`config.mk`:
```
export PLATFORM = sky130hd
export DESIGN_NAME = spi_reg_bridge
export DESIGN_NICKNAME = d
export VERILOG_FILES = /design/src/rtl/spi_reg_bridge.sv
export SDC_FILE = /design/constraint.sdc
export NUM_CORES = 1
export LEC_CHECK = 0
export ABC_AREA = 1
export CORE_MARGIN = 2
export CORE_UTILIZATION = 47
export CTS_CLUSTER_SIZE = 28
export DETAILED_ROUTE_END_ITERATION = 8
export PLACE_DENSITY = 0.87
export RECOVER_POWER = 25
export SLEW_MARGIN = 10
export SYNTH_ARGS = -nofsm -noshare
export SYNTH_HDL_FRONTEND = slang
export SYNTH_SLANG_ARGS = --single-unit
```
`constraint.sdc`:
```
create_clock -name clk -period 1.8 [get_ports clk]
set_input_delay 0.54 -clock clk [delete_from_list [all_inputs] [get_ports clk]]
set_output_delay 0.54 -clock clk [all_outputs]
set_load 0.1 [all_outputs]
```
`src/rtl/spi_reg_bridge.sv`:
```
// -----------------------------------------------------------------------------
// spi_reg_bridge
//
// Purpose:
//   Sits behind the ball detector's SPI slave. The first byte of every
//   chip-select frame is a command header {rw, addr}; rw=0 turns every
//   following byte into a single-cycle register write, rw=1 turns the frame
//   into a stream of register reads whose data is handed back to the SPI
//   slave for shifting out on the next transfer. The address optionally
//   auto-increments (modulo 2^ADDR_W) after every data byte.
//
// Ports:
//   clk        system clock, rising edge
//   rst_n      synchronous active-low reset
//   cs         SPI chip select, active low, already in the clk domain
//   rx_data    byte received by the SPI slave
//   rx_valid   one-cycle strobe qualifying rx_data
//   tx_data    byte for the SPI slave to shift out next
//   tx_load    one-cycle strobe, SPI slave latches tx_data
//   reg_addr   register bus address
//   reg_wdata  register bus write data
//   reg_we     one-cycle register write strobe
//   reg_re     one-cycle register read strobe
//   reg_rdata  register read data, valid the cycle after reg_re
//   busy       high while a frame is being handled
//   err        sticky overrun flag, cleared only by reset
// -----------------------------------------------------------------------------

// Protocol properties of the bridge outputs, kept apart from the datapath.
module spi_reg_bridge_checker (
    input logic clk,
    input logic rst_n,
    input logic tx_load,
    input logic reg_we,
    input logic reg_re,
    input logic err
);
    // Reads and writes are never issued in the same cycle.
    a_we_re_excl : assert property (@(posedge clk) !(reg_we && reg_re));

    // A read strobe is always followed by at least one idle cycle.
    a_re_pulse   : assert property (@(posedge clk) reg_re |=> !reg_re);

    // The SPI slave is never asked to load two bytes back to back.
    a_ld_pulse   : assert property (@(posedge clk) tx_load |=> !tx_load);

    // Once raised, the overrun flag only falls through reset.
    a_err_sticky : assert property (@(posedge clk) (err && rst_n) |=> err);
endmodule

module spi_reg_bridge #(
    parameter int ADDR_W   = 7,
    parameter int AUTO_INC = 1
) (
    input  logic              clk,
    input  logic              rst_n,
    input  logic              cs,
    input  logic [7:0]        rx_data,
    input  logic              rx_valid,
    output logic [7:0]        tx_data,
    output logic              tx_load,
    output logic [ADDR_W-1:0] reg_addr,
    output logic [7:0]        reg_wdata,
    output logic              reg_we,
    output logic              reg_re,
    input  logic [7:0]        reg_rdata,
    output logic              busy,
    output logic              err
);

    typedef enum logic [2:0] {
        ST_IDLE     = 3'd0,
        ST_CMD      = 3'd1,
        ST_WR       = 3'd2,
        ST_RD_FETCH = 3'd3,
        ST_RD_WAIT  = 3'd4,
        ST_RD_HOLD  = 3'd5
    } state_t;

    // Address step applied after each data byte; zero keeps the frame on
    // a single register.
    localparam logic [ADDR_W-1:0] ADDR_STEP = (AUTO_INC != 0) ? ADDR_W'(1) : ADDR_W'(0);

    // Byte presented to the SPI master at the start of every frame.
    function automatic logic [7:0] status_byte(input logic err_flag);
        return {err_flag, 7'h01};
    endfunction

    // Next burst address; wraps naturally at 2^ADDR_W.
    function automatic logic [ADDR_W-1:0] addr_advance(input logic [ADDR_W-1:0] a);
        return a + ADDR_STEP;
    endfunction

    state_t              state_r;
    state_t              state_s;
    logic [ADDR_W-1:0]   addr_r;
    logic [ADDR_W-1:0]   addr_s;
    logic [7:0]          tx_data_s;
    logic                tx_load_s;
    logic [ADDR_W-1:0]   reg_addr_s;
    logic [7:0]          reg_wdata_s;
    logic                reg_we_s;
    logic                reg_re_s;
    logic                err_s;

    // Next-state and next-output logic. Strobes are computed on the edge that
    // enters their state so that, once registered, a write lands one cycle
    // after its rx_valid and a read fetch one cycle after its trigger byte.
    always_comb begin
        state_s     = state_r;
        addr_s      = addr_r;
        tx_data_s   = tx_data;
        tx_load_s   = 1'b0;
        reg_addr_s  = reg_addr;
        reg_wdata_s = reg_wdata;
        reg_we_s    = 1'b0;
        reg_re_s    = 1'b0;
        err_s       = err;

        case (state_r)
            ST_IDLE: begin
                if (!cs) begin
                    state_s   = ST_CMD;
                    tx_load_s = 1'b1;
                    tx_data_s = status_byte(err);
                end else begin
                    state_s = ST_IDLE;
                end
            end

            ST_CMD: begin
                if (rx_valid) begin
                    addr_s = rx_data[ADDR_W-1:0];
                end else begin
                    addr_s = addr_r;
                end
                if (cs) begin
                    // Header latched above but the frame is over: no fetch.
                    state_s = ST_IDLE;
                end else if (rx_valid && rx_data[7]) begin
                    state_s    = ST_RD_FETCH;
                    reg_re_s   = 1'b1;
                    reg_addr_s = rx_data[ADDR_W-1:0];
                end else if (rx_valid) begin
                    state_s = ST_WR;
                end else begin
                    state_s = ST_CMD;
                end
            end

            ST_WR: begin
                // A byte arriving together with cs rising is still written.
                if (rx_valid) begin
                    reg_we_s    = 1'b1;
                    reg_addr_s  = addr_r;
                    reg_wdata_s = rx_data;
                    addr_s      = addr_advance(addr_r);
                end else begin
                    addr_s = addr_r;
                end
                if (cs) begin
                    state_s = ST_IDLE;
                end else begin
                    state_s = ST_WR;
                end
            end

            ST_RD_FETCH: begin
                // The read strobe is already on the bus this cycle; a byte
                // arriving now cannot be answered in time.
                if (rx_valid) begin
                    err_s = 1'b1;
                end else begin
                    err_s = err;
                end
                if (cs) begin
                    state_s = ST_IDLE;
                end else begin
                    state_s = ST_RD_WAIT;
                end
            end

            ST_RD_WAIT: begin
                if (rx_valid) begin
                    err_s = 1'b1;
                end else begin
                    err_s = err;
                end
                if (cs) begin
                    state_s = ST_IDLE;
                end else begin
                    state_s   = ST_RD_HOLD;
                    tx_data_s = reg_rdata;
                    tx_load_s = 1'b1;
                    addr_s    = addr_advance(addr_r);
                end
            end

            ST_RD_HOLD: begin
                // The dummy byte's content is irrelevant; its arrival means
                // the loaded byte has gone out and the next one is wanted.
                if (cs) begin
                    state_s = ST_IDLE;
                end else if (rx_valid) begin
                    state_s    = ST_RD_FETCH;
                    reg_re_s   = 1'b1;
                    reg_addr_s = addr_r;
                end else begin
                    state_s = ST_RD_HOLD;
                end
            end

            default: begin
                state_s = ST_IDLE;
            end
        endcase
    end

    // State, burst address and all outputs are registered here.
    always_ff @(posedge clk) begin
        if (!rst_n) begin
            state_r   <= ST_IDLE;
            addr_r    <= {ADDR_W{1'b0}};
            tx_data   <= 8'h00;
            tx_load   <= 1'b0;
            reg_addr  <= {ADDR_W{1'b0}};
            reg_wdata <= 8'h00;
            reg_we    <= 1'b0;
            reg_re    <= 1'b0;
            busy      <= 1'b0;
            err       <= 1'b0;
        end else begin
            state_r   <= state_s;
            addr_r    <= addr_s;
            tx_data   <= tx_data_s;
            tx_load   <= tx_load_s;
            reg_addr  <= reg_addr_s;
            reg_wdata <= reg_wdata_s;
            reg_we    <= reg_we_s;
            reg_re    <= reg_re_s;
            busy      <= (state_s != ST_IDLE);
            err       <= err_s;
        end
    end

    spi_reg_bridge_checker u_checker (
        .clk     (clk),
        .rst_n   (rst_n),
        .tx_load (tx_load),
        .reg_we  (reg_we),
        .reg_re  (reg_re),
        .err     (err)
    );

endmodule
```
# Yosys cells after proc, flatten, opt, wreduce, memory -nomap -nowiden
# Index checks and enable logic that the tools add are counted.
[totals]
regBits = 38
inputBits = 20
output_inout_bits = 28
elab_cells = 66
[classes]
addsub = 1
n_eq_ne = 12
mux = 28
reduce_logical = 15
[op_table]
columns = ["cell", "n"]
rows = [
  ["$mux 7", 7],
  ["$pmux 7 s3", 2],
  ["$pmux 3 s6", 1],
  ["$mux 8", 2],
  ["$pmux 8 s2", 1],
  ["$ne 2x2->1 const B", 7],
  ["$mux 3", 4],
  ["$reduce_bool 3->1", 3],
  ["$mux 2", 4],
  ["$reduce_and 2->1", 4],
  ["$reduce_and 4->1", 2],
  ["$add 7x1->7 const B", 1],
  ["$eq 3x2->1 const B", 2],
  ["$eq 3x3->1 const B", 2],
  ["$mux 1", 6],
  ["$reduce_or 2->1", 2],
  ["$eq 3x1->1 const B", 1],
  ["$logic_not 3->1", 1],
  ["$reduce_and 3->1", 1],
  ["$pmux 1 s2", 1],
  ["$reduce_bool 2->1", 1],
  ["$logic_and 1x1->1", 1],
]

# Longest topological paths before layout
[depth]
word_depth = 5
mapped_depth = 10
mapped_depth_nobuf = 9

# Worst setup path before layout
# OpenSTA, ideal clock, no wires.
[synth_path]
path_kind = "reg2out"
start = "register err"
end = "output port err"
arrival_time_ns = 0.941
required_time_ns = 1.260
path_slack_ns = 0.319
path_stages_with_launch = 1
path_buffers = 0
path_cell_list = "dfxtp_1"
[synth_rtl]
columns = ["element", "line", "text"]
rows = [
  ["start, declared", "68", "output logic err"],
  ["start signal, assigned", "242", "err <= err_s;"],
]
# No word-level cell between the ends.

# Worst setup path in the final report
[layout_path]
start = "input port rx_data[7]"
end = "register reg_addr[1]"
[layout_between]
elab_chain_cells = 3
[layout_rtl]
columns = ["element", "line", "text"]
rows = [
  ["start, declared", "58", "input logic [7:0] rx_data,"],
  ["$logic_and 1x1->1", "140", "end else if (rx_valid && rx_data[7]) begin"],
  ["$ne 2x2->1 (no source line)", "-", ""],
  ["$reduce_and 4->1 (no source line)", "-", ""],
  ["end signal, assigned", "226", "reg_addr <= {ADDR_W{1'b0}};"],
  ["end signal, assigned", "237", "reg_addr <= reg_addr_s;"],
  ["end, declared", "62", "output logic [ADDR_W-1:0] reg_addr,"],
]
# No other way between the ends.
# A chain may end at the register's enable or synchronous reset.

==> summary.md <==
| Metric | Value |
|---|---|
| Run status | finished clean |
| Hold Vio Cnt, Final | 0 |
| Io pins | 48 |
| Syn nets | 252 |
| Synth Cell Area | around 1700 µm² |
| CTS clk-pin slew, worst paths | 0.06 ns |
| Min Tclk post-route | roughly 1.8 ns |
| Clk sinks | 38 |
| Utilization after layout | roughly 70% |
| Die height | 64.7 µm |
| Initial DRT Pass Iterations | 4 |
| Final setup vio count | 0 |
| Synth-to-Final Area Change | 45.5% |
| Ys Warns | 0 |
| Hold_buf cts | 0 |
| Synth area leader | dfxtp_1 |
| PortBufs | 47 |
| Crit path max fanout | 8 |
| Initial core utilization | approximately half |
| Num CTS Buffers | 5 |
| Worst Path Required | roughly 2.0 ns |
| Power Density | 730 nW/µm² |
| Vias in the first global route | ~1700 |
| Avg WL per Cell | 13.3 µm |
| Maximum VDD drop | just under 0.5 mV |
| Most frequent cells in the layout | nand2_1, dfxtp_1, nor2_1 |
| Drt total wl | approximately 4.5 mm |
| Register area share after synthesis | roughly 44% |
| Total global routing overflow | 0 |
| GPL Wtd Cong | approximately 0.87 |
| Largest cells by area after synthesis | dfxtp_1, nand2_1, o21ai_0 |
| Synthesized flop and latch total | 38 |
| Gate Count Post-Synth | ~230 |
| Number of antenna violations at the first check in global routing | 0 |
| Largest net degree at the start of global routing | 16 |
| Worst path arrival time | between 1.5 and 2 ns |
| Final ANT Viol Nets | 0 |
| Die X | roughly 65 µm |
| Unique masters post-synth | 24 |
| Final worst path period share | 97.7% |
| Yosys top cell area share | ~44% |
| Fmax achieved | between 500 and 600 MHz |
| Inserted Diodes | 0 |
| Post-layout nets | approximately 310 |
| Final Max Tran Viols | 0 |
| Core Region | between 3000 and 4000 µm² |
| Least-Margin Pin Slew | about 0.56 ns |
| Global-route wire length before repair | between 7 and 8 mm |
| Via count of the routed design | roughly 1800 |
| Die area | 4190 µm² |
| Commonest non-fill, non-tap cell in the layout | nand2_1 |
| Worst-skew pair later-pin latency | 0.29 ns |
| Avg Synthesized Cell Area | around 7.5 µm² |
| TritonCTS clock tree | yes |
| Clock skew | between 0.008 and 0.009 ns |
| Maximum root-to-sink buffer count | 2 |
| Final instance area | approximately 2500 µm² |
| H-tree Lvls | 2 |
| Worst setup SP type | input port |
| Max-cap viol count | 0 |
| Slew HR | approximately 63% |
| HPWL Detailed | 3.42 mm |
| CTS Root Cell | clkbuf_8 |
| Crit. End Element | register |
| Share of post-route cells with drive strength above 1 | between 20% and 30% |
| Post-CTS setup buffer count | 0 |
| Placed cell area | about 2600 µm² |
| Cts repair resizes | 0 |
| Hold Crit Class | reg -> reg |
| Leakage power | 0.00103 µW |
| Pwr Total | 1840 µW |
| Final routed DRC violation total | 0 |
| GRT Total Usage | 23.1% |
| Filler instances | 279 |
| DR iter-0 viols | approximately 110 |
| Site Rows | 22 |
| DR vias/cell | about 5.3 |
| Worst Setup Path Type | in -> reg |
==> cells in the mapped netlist <==
library cell / instances
a211oi_1: 2
a21oi_1: 21
a31oi_1: 8
buf_1: 1
buf_4: 1
buf_6: 3
clkbuf_1: 2
dfxtp_1: 38
ha_1: 1
inv_1: 18
inv_2: 3
nand2_1: 43
nand2_2: 1
nand2_4: 5
nand3_1: 13
nand3_2: 2
nand3_4: 1
nor2_1: 27
nor2_4: 3
nor3_1: 4
o21ai_0: 27
o21ai_1: 4
o21bai_1: 2
or2_2: 1
==> power breakdown <==
part           switching (µW)  internal (µW)  leakage, µW
clock network             269            266    0.0000383
logic                     244            152     0.000683
registers                34.6            874     0.000309
total                     548           1290      0.00103
==> metal layers <==
metal / part of all wire, % / up-vias / global-route usage, %
li1: - / 884 / -
met1: 40 / 824 / 27.9
met2: 49 / 71 / 37.4
met3: 6.1 / 22 / 5.73
met4: 4.6 / 0 / 13.0
met5: 0 / - / 0
==> state kept, by name, indices dropped and copies added, names as in the netlist <==
register and cells:
addr_r 7, busy 1, err 1, reg_addr 7, reg_re 1, reg_wdata 8, reg_we 1, state_r 3
tx_data 8, tx_load 1
==> logic make-up after synthesis <==
family	count (synthesis)	synth area share [%]
and+or+nand+nor	100	28.2
adders and majority gates	1	0.722
buffers and inverters	28	7.58
DFF	38	43.9
AOI/OAI and AO/OA	64	19.6
==> final timing paths <==
| kind | from | to | slack, ns | depth (start not counted) |
|---|---|---|---|---|
| min reg2reg | tx_data[2] | tx_data[2] | 0.46 | 2 |
| max reg2reg | state_r[1] | reg_addr[1] | 0.20 | 5 |
| min | tx_data[2] | tx_data[2] | 0.46 | 2 |
| max | rx_data[7] | reg_addr[1] | 0.04 | 7 |
==> cell type report <==
class,count,area [µm²],area share [%]
multi-input combinational,165,846,33.5
sequential,38,761,30.2
clock buffer,7,76.3,3.03
tap,48,60.1,2.38
timing repair buffer,59,699,27.7
inverter,21,78.8,3.13
==> worst max-delay path: stages <==
cell	delay, ns
clkdlybuf4s50_1	0.51
or2_2	0.15
nand3_1	0.11
nand2_2	0.18
nand3_2	0.15
o21ai_0	0.23
nor2_1	0.06
==> stage by stage <==
step | hold slack (ns) | setup WS, ns | instances | TNS (ns)
final | 0.463 | 0.0421 | 338 | 0
after floorplan | 0.479 | 0.319 | 231 | 0
after CTS | 0.505 | 0.0859 | 338 | 0
after detailed placement | 0.495 | -0.231 | 331 | -2.59
after global placement | 0.490 | -0.0694 | 331 | -0.549
after global routing | 0.492 | -0.00976 | 338 | -0.00976
(Power assumes the default switching activity.)
